--- config.mk ---
export PLATFORM = sky130hd
export DESIGN_NAME = demux1ne2_16bit_buf
export DESIGN_NICKNAME = d
export VERILOG_FILES = /design/src/rtl/demux1ne2_16bit_buf.sv
export SDC_FILE = /design/constraint.sdc
export NUM_CORES = 1
export LEC_CHECK = 0
export BUFFER_PORTS_ARGS = -buffer_cell sky130_fd_sc_hd__buf_4
export CAP_MARGIN = 20
export CORE_MARGIN = 5
export CORE_UTILIZATION = 53
export CTS_CLUSTER_SIZE = 16
export DETAILED_ROUTE_END_ITERATION = 10
export GPL_TIMING_DRIVEN = 0
export HOLD_SLACK_MARGIN = 0.06
export PLACE_DENSITY = 0.78
export SYNTH_ARGS = -nofsm -noshare
export SYNTH_HDL_FRONTEND = slang
export SYNTH_SLANG_ARGS = --single-unit
--- constraint.sdc ---
create_clock -name Clock -period 2.2 [get_ports Clock]
set_input_delay 0.22 -clock Clock [delete_from_list [all_inputs] [get_ports Clock]]
set_output_delay 0.22 -clock Clock [all_outputs]
set_load 0.02 [all_outputs]
--- src/rtl/demux1ne2_16bit_buf.sv ---
// Buffered 1-to-2 demultiplexer for 16-bit words with valid/ready handshakes.
// Each accepted word is steered by S into one of two independent FIFO channels.

module demux1ne2_16bit_buf_chan #(
   parameter int DEPTH = 2,
   parameter int AW    = 1
) (
   input  logic          Clock,
   input  logic          Reset,
   input  logic          push_i,
   input  logic [15:0]   data_i,
   input  logic          pop_i,
   output logic [15:0]   data_o,
   output logic          valid_o,
   output logic          full_o,
   output logic [AW:0]   count_o
);

   localparam logic [AW:0]   FULL = (AW+1)'(DEPTH);
   localparam logic [AW:0]   CONE = 1;
   localparam logic [AW-1:0] PONE = 1;

   logic [15:0]   mem_q [DEPTH];
   logic [AW-1:0] rd_q, rd_d;
   logic [AW-1:0] wr_q, wr_d;
   logic [AW:0]   cnt_q, cnt_d;
   logic          empty;
   logic          do_push;
   logic          do_pop;

   assign empty   = (cnt_q == '0);
   assign full_o  = (cnt_q == FULL);
   assign do_push = push_i && !full_o;
   assign do_pop  = pop_i && !empty;

   always_comb begin
      rd_d  = rd_q;
      wr_d  = wr_q;
      cnt_d = cnt_q;
      if (do_push) begin
         wr_d = wr_q + PONE;
      end
      if (do_pop) begin
         rd_d = rd_q + PONE;
      end
      unique case ({do_push, do_pop})
         2'b10:   cnt_d = cnt_q + CONE;
         2'b01:   cnt_d = cnt_q - CONE;
         default: cnt_d = cnt_q;
      endcase
   end

   always_ff @(posedge Clock or posedge Reset) begin
      if (Reset) begin
         rd_q  <= '0;
         wr_q  <= '0;
         cnt_q <= '0;
      end else begin
         rd_q  <= rd_d;
         wr_q  <= wr_d;
         cnt_q <= cnt_d;
      end
   end

   // Storage is left unreset; stale words are masked by the occupancy count.
   always_ff @(posedge Clock) begin
      if (do_push) begin
         mem_q[wr_q] <= data_i;
      end
   end

   assign valid_o = !empty;
   assign data_o  = empty ? 16'h0000 : mem_q[rd_q];
   assign count_o = cnt_q;

endmodule

module demux1ne2_16bit_buf #(
   parameter int DEPTH = 2,
   parameter int AW    = 1
) (
   input  logic          Clock,
   input  logic          Reset,
   input  logic [15:0]   Hyrja,
   input  logic          Hyrja_Valid,
   input  logic          S,
   output logic          Hyrja_Gati,
   output logic [15:0]   Dalja0,
   output logic          Valid0,
   input  logic          Gati0,
   output logic [15:0]   Dalja1,
   output logic          Valid1,
   input  logic          Gati1,
   output logic [AW:0]   Numri0,
   output logic [AW:0]   Numri1
);

   if (DEPTH < 2 || DEPTH != (1 << AW)) begin : g_bad_param
      $error("DEPTH must be a power of two >= 2 and equal 2**AW");
   end

   logic full0, full1;
   logic accept;
   logic push0, push1;

   // Ready looks only at the selected channel's current fill, so a pop
   // in the same cycle never frees room for the incoming word.
   assign Hyrja_Gati = S ? !full1 : !full0;
   assign accept     = Hyrja_Valid && Hyrja_Gati;
   assign push0      = accept && !S;
   assign push1      = accept && S;

   demux1ne2_16bit_buf_chan #(
      .DEPTH (DEPTH),
      .AW    (AW)
   ) u_ch0 (
      .Clock   (Clock),
      .Reset   (Reset),
      .push_i  (push0),
      .data_i  (Hyrja),
      .pop_i   (Gati0),
      .data_o  (Dalja0),
      .valid_o (Valid0),
      .full_o  (full0),
      .count_o (Numri0)
   );

   demux1ne2_16bit_buf_chan #(
      .DEPTH (DEPTH),
      .AW    (AW)
   ) u_ch1 (
      .Clock   (Clock),
      .Reset   (Reset),
      .push_i  (push1),
      .data_i  (Hyrja),
      .pop_i   (Gati1),
      .data_o  (Dalja1),
      .valid_o (Valid1),
      .full_o  (full1),
      .count_o (Numri1)
   );

endmodule

==> results of run 1 <==
path summary, 6_finish.rpt:
check                                             start                           end  slack (ns)
max                        u_ch0.count_o[0]$_DFFE_PP0P_   u_ch0.mem_q[0][5]$_DFFE_PP_        0.25
min                                           Hyrja[13]  u_ch0.mem_q[0][13]$_DFFE_PP_        0.09
max reg2reg                u_ch0.count_o[0]$_DFFE_PP0P_   u_ch0.mem_q[0][5]$_DFFE_PP_        0.25
min reg2reg                      u_ch1.wr_q$_DFFE_PP0P_        u_ch1.wr_q$_DFFE_PP0P_        0.51
max in group asynchronous                         Reset        u_ch1.wr_q$_DFFE_PP0P_        1.56
min in group asynchronous                         Reset  u_ch0.count_o[0]$_DFFE_PP0P_        0.40
cell usage after synthesis:
cell,count
edfxtp_1,64
nor2_4,1
nor2_1,38
nand2b_1,2
mux2i_1,32
nor2_2,1
buf_4,3
nand3b_1,1
nand3_2,1
inv_1,5
nor2b_2,2
ha_1,2
buf_2,1
dfrtp_1,8
buf_6,2
mux2_2,1
xnor2_1,6
xor2_1,4
report_power, final:
group          internal [mW]  switching (mW)  total (mW)
Combinational          0.955            1.30        2.26
Sequential              1.74           0.120        1.86
Clock                  0.635           0.439        1.07
cells by family after synthesis:
family        Yosys count  synth area share
simple gates           46            0.0731
buf+inv                11            0.0242
fa+ha+maj               2           0.00880
xor+xnor               10            0.0308
flops                  72             0.746
mux                    33             0.117
flip-flops by register name (all words and copies together), names as in the netlist:
name,flops
u_ch1.rd_q,1
u_ch1.mem_q,32
u_ch0.rd_q,1
u_ch0.wr_q,1
u_ch0.count_o,2
u_ch1.count_o,2
u_ch1.wr_q,1
u_ch0.mem_q,32
final cells by class:
| cell class | count | area [sq um] |
|---|---|---|
| plain buffers | 6 | 50.0 |
| clock buffers | 12 | 135 |
| clock inverters | 4 | 68.8 |
| fillers | 354 | 1550 |
| inverters | 5 | 18.8 |
| multi-input cells | 91 | 657 |
| flip-flops and latches | 72 | 2120 |
| well taps | 70 | 87.6 |
| repair buffers | 63 | 483 |
routing by layer:
metal  track usage  vias up
met5             0        -
met4        0.0669        0
met3        0.0485        6
met2         0.285       40
met1         0.187      795
li1              -      771
worst max-delay path, cell delays in order (launching register included):
cell and delay [ns]:
dfrtp_1 0.45, nand2b_1 0.16, nand3b_1 0.19, nor2_2 0.76
timing repair:
item	in CTS	in global routing
endpoints found under the setup margin	0	0
hold buffers	1	0
hold endpoints to repair	8	0
==> key figures, run 1 <==
Status
  • Status: finished clean

Layout
  • Diodes inserted: 0
  • Fin cells: 323
  • Fraction of layout cells with a size suffix above 1: 0.348
  • Design area: about 0.0036 sq mm
  • Commonest non-fill, non-tap cell in the layout: edfxtp_1
  • Final net count: between 200 and 300
  • Most frequent cells in the layout: 64 x edfxtp_1, 63 x buf_4, 36 x nor2_1
  • Fin util: 0.700
  • Area Overhead vs Synth: 27.4%

Detailed routing
  • DRT iter0 DRCs: roughly 140
  • Routed WL: approximately 5.3 mm
  • Met2 WL post-DR: approximately 2.9 mm
  • DRC Markers: 0
  • Routed vias: 1612
  • Avg WL per Cell: about 17 um
  • Vias per Instance: 4.99
  • M1 wire length: 2.16 mm
  • Drt pass-1 iters: 4
  • Met3 routed WL: about 260 um
  • Top layer in use: met4
  • Number of nets still failing antenna checks after routing: 0

STA
  • RSZ-0062 raised after global routing: false
  • Setup Viol. Count Final: 0
  • Fmax: slightly above 500 MHz
  • Final period util: 0.885
  • Final WS setup: 0.254 ns
  • Period minus WS final: 1.95 ns
  • Max-Slew Margin vs Limit: 0.387
  • Clock Skew: about 0.0083 ns
  • Final Slew Violations: 0
  • Total negative slack: 0 ns
  • Worst-Margin Slew: 0.918 ns
  • Hold slack final: slightly above 0.09 ns
  • Final-report hold violation count: 0

Global routing
  • First-pass GRT wire length: between 8 and 9 mm
  • Largest net degree at the start of global routing: 17
  • GRT Resource Usage Total: 0.163
  • Grt total ovfl: 0
  • Initial antenna violation count: 0
  • Vias in the first global route: 1725

Worst setup path
  • R2R cell count: 3
  • Startpoint Class: register
  • Crit path DAT: ~1.9 ns
  • Crit end category: register
  • Worst EP required: 2.15 ns
  • Critical Path Fanout Max: 16
  • Crit path kind: register to register

Min path
  • Hold path cells: 1
  • Hold Path Class: input pin to register

Floorplan
  • Die area: about 0.0069 sq mm
  • Die Span Y: between 80 and 90 um
  • Initial Util: 0.550
  • Core area: between 0.005 and 0.006 sq mm
  • Die X: 83.2 um
  • Rows: 26
  • I/O pins: 61

Placed design
  • GPL Wtd Cong: between 0.7 and 0.8
  • Dpl ws: 0.227 ns
  • Placed Cells: 306
  • Detail Placement HPWL: about 3.6 mm
  • I/O Buffers: 60
  • Dpl cell area: between 0.003 and 0.004 sq mm

Clock network
  • CTS tree: yes
  • Clock Sinks: 72
  • Postcts setup bufs: 0
  • Cells resized by post-CTS repair: 0
  • Total CTS buffers: 9
  • Max clock buf depth: 2
  • Clk Latency, worst-skew pair: ~0.33 ns
  • Worst-path clk slew: 0.07 ns
  • Clock root buffer: clkbuf_8
  • H-tree Lvls: 3

Yosys
  • Yosys top cell area share: 0.676
  • Avg Inst Size Synth: between 15 and 20 sq um
  • Ranking of synthesized cells by area: edfxtp_1 68%, mux2i_1 11%, dfrtp_1 7.0%
  • Mapped Cells: 174
  • Mapped Area: around 0.0028 sq mm
  • Leading area contributor after synthesis: edfxtp_1
  • Library cells used by synthesis: 18
  • Synth Warn #: 0
  • Synth Register Bits: 72
  • Sequential fraction of the synthesis area: 0.746
  • Syn_nets: 198

Job
  • MaxCap Viol Count: 0

Power
  • PwrDens: ~1400 mW/mm^2
  • Maximum vdd drop: between 0.0008 and 0.0009 V
  • Final Power: 5.19 mW
  • Leakage power: around 1.5 nW
Note: power is estimated with default switching activity, not from simulation.
==> run 2: changes to the inputs <==
BUFFER_PORTS_ARGS = -buffer_cell sky130_fd_sc_hd__buf_2   (was -buffer_cell sky130_fd_sc_hd__buf_4)
==> run 2 against run 1 <==
  * Via count down 2.0%
  * Core utilization decreased by 3.0 points
  * Highest routed layer unchanged
  * Worst hold slack improved by 0.0014 ns
  * Combinational power decreased by 11%
  * Critical endpoint is now u_ch1.mem_q[1][2]$_DFFE_PP_
  * Routed wire length is 2.4% lower
  * Clock skew about the same
  * Non-clock buffer count fell by 1
  * Critical path depth up 1
==> key figures, run 2 (synthesized netlist as in run 1, its figures left out) <==
Status
  • Status: finished clean

Detailed routing
  • Routed WL: 5.21 mm (-2.4%)
  • Avg WL per Cell: 16.2 um (-2.1%)
  • DRC Markers: 0 (unchanged)
  • Routed vias: 1580 (-2.0%)
  • DRT iter0 DRCs: 109 (-20%)
  • Drt pass-1 iters: 4 (unchanged)
  • Vias per Instance: 4.91 (-1.7%)
  • Number of nets still failing antenna checks after routing: 0 (unchanged)

Global routing
  • Vias in the first global route: 1704 (-1.2%)
  • Largest net degree at the start of global routing: 17 (unchanged)
  • Grt total ovfl: 0 (unchanged)
  • GRT Resource Usage Total: 0.160 (-0.00325)
  • Initial antenna violation count: 0 (unchanged)
  • First-pass GRT wire length: 8.40 mm (-2.9%)

STA
  • Clock Skew: 0.00822 ns (-0.0000673 ns)
  • RSZ-0062 raised after global routing: false
  • Final period util: 0.933 (+0.0484)
  • Setup Viol. Count Final: 0 (unchanged)
  • Worst-Margin Slew: 0.913 ns (-0.00552 ns)
  • Final WS setup: 0.148 ns (-0.106 ns)
  • Fmax: 487 MHz (-5.2%)
  • Period minus WS final: 2.05 ns (+0.106 ns)
  • Final Slew Violations: 0 (unchanged)
  • Max-Slew Margin vs Limit: 0.391 (+0.00369)
  • Final-report hold violation count: 0 (unchanged)

Worst setup path
  • Peak per-stage delay on the critical path: 0.66 ns (-0.10 ns)
  • Crit path kind: register to register
  • Crit path DAT: 2.09 ns (+0.20 ns)
  • Crit end category: register
  • Critical Path Fanout Max: 9 (-7)
  • Crit path buffers/inverters: 1 (+1)
  • Cell family with most CP delay: simple AND/OR/NAND/NOR gates
  • Crit path cell chain: nand2b_1 > nand3_2 > nor2_1 > buf_4
  • Critical path's slowest cell: nor2_1
  • Worst EP required: 2.24 ns (+0.09 ns)
  • Startpoint Class: register

Clock network
  • Max clock buf depth: 2 (unchanged)
  • Total CTS buffers: 9 (unchanged)
  • CTS tree: yes
  • Clock root buffer: clkbuf_8
  • H-tree Lvls: 3 (unchanged)
  • Clock Sinks: 72 (unchanged)
  • Clk Latency, worst-skew pair: 0.34 ns (about the same)
  • Postcts setup bufs: 0 (unchanged)
  • Worst-path clk slew: 0.07 ns (about the same)

Floorplan
  • Core area: 0.00517 sq mm (unchanged)
  • Die Span Y: 83.2 um (unchanged)
  • Initial Util: 0.550 (unchanged)
  • I/O pins: 61 (unchanged)
  • Die area: 0.00693 sq mm (unchanged)
  • Rows: 26 (unchanged)
  • Die X: 83.2 um (unchanged)

Layout
  • Fraction of layout cells with a size suffix above 1: 0.357 (+0.00932)
  • Commonest non-fill, non-tap cell in the layout: edfxtp_1
  • Fill count: 368 (+4.0%)
  • Most frequent cells in the layout: 64 x edfxtp_1, 61 x buf_2, 35 x nor2_1
  • Design area: 0.00347 sq mm (-4.3%)
  • Diodes inserted: 0 (unchanged)
  • Final net count: 271 (-0.37%)
  • Area Overhead vs Synth: 22.0%
  • Top flop regs: u_ch0.mem_q (32), u_ch1.mem_q (32)

Placed design
  • I/O Buffers: 60 (unchanged)
  • GPL Wtd Cong: 0.722 (-2.8%)
  • Dpl cell area: 0.00325 sq mm (-4.8%)
  • Dpl ws: 0.136 ns (-0.0910 ns)
  • Detail Placement HPWL: 3.50 mm (-2.7%)

Power
  • Leakage power: 1.43 nW (-3.7%)
  • Share of total power in combinational logic: 0.405 (-0.030)
  • Maximum vdd drop: 0.000713 V (-19%)
  • NetSw: 1.87 mW (+0.34%)
  • Sequential power share: 0.374 (+0.016)
  • PwrDens: 1430 mW/mm^2 (about the same)
  • Clock Power Share: 0.221 (+0.014)
  • Pint: 3.10 mW (-6.8%)
  • Switching share of total power: 0.376 (+0.0171)
  • Final Power: 4.97 mW (-4.2%)

Min path
  • Hold Path Class: input pin to register

Job
  • MaxCap Viol Count: 0 (unchanged)
## run 2: path summary, 6_finish.rpt
kind	slack [ns]	cells after the start	to	from
min in group asynchronous	0.37	3	u_ch1.count_o[1]$_DFFE_PP0P_	Reset
min	0.09	1	u_ch0.mem_q[0][13]$_DFFE_PP_	Hyrja[13]
min reg2reg	0.52	1	u_ch0.wr_q$_DFFE_PP0N_	u_ch0.wr_q$_DFFE_PP0N_
max	0.15	4	u_ch1.mem_q[1][2]$_DFFE_PP_	u_ch1.count_o[0]$_DFFE_PP0P_
max reg2reg	0.15	4	u_ch1.mem_q[1][2]$_DFFE_PP_	u_ch1.count_o[0]$_DFFE_PP0P_
max in group asynchronous	1.59	3	u_ch0.count_o[1]$_DFFE_PP0P_	Reset
## run 2: layout make-up
cell class,count,area [sq um],share of cell area
Multi-Input combinational cell,91,659,0.190
Tap cell,70,87.6,0.0253
Inverter,5,18.8,0.00541
Clock buffer,10,128,0.0368
Sequential cell,72,2120,0.612
Buffer,6,50.0,0.0144
Timing Repair Buffer,62,318,0.0917
Clock inverter,6,83.8,0.0242
## run 2: routing by layer
| metal | track usage | up-vias | part of all wire |
|---|---|---|---|
| met4 | 0.0639 | 0 | 0.011 |
| met2 | 0.281 | 45 | 0.51 |
| li1 | - | 769 | - |
| met5 | 0 | - | 0 |
| met1 | 0.175 | 760 | 0.42 |
| met3 | 0.0594 | 6 | 0.055 |
## run 2: repair_timing
action / in CTS / in global routing
endpoints found under the hold margin: 8 / 0
resized for setup: 0 / 0
hold buffers: 1 / 0
## run 2: metrics by stage
stage / cells / util / TNS [ns] / hold slack (ns)
3_3_place_gp: 304 / 0.625 / -7.80 / 0.179
5_1_grt: 322 / 0.670 / 0 / 0.0721
3_5_place_dp: 305 / 0.627 / 0 / 0.189
2_1_floorplan: 174 / - / 0 / 0.0357
4_1_cts: 322 / 0.670 / 0 / 0.0760
6_report: 322 / 0.670 / 0 / 0.0924
## run 2: power by group through the flow
stage / logic [mW] / clock network, mW / registers, mW
3_3_place_gp: 2.00 / 0 / 1.88
6_report: 2.01 / 1.10 / 1.86
3_5_place_dp: 2.04 / 0 / 1.89
5_1_grt: 2.17 / 1.18 / 1.88
2_1_floorplan: 1.36 / 0 / 1.91
4_1_cts: 2.05 / 1.11 / 1.86
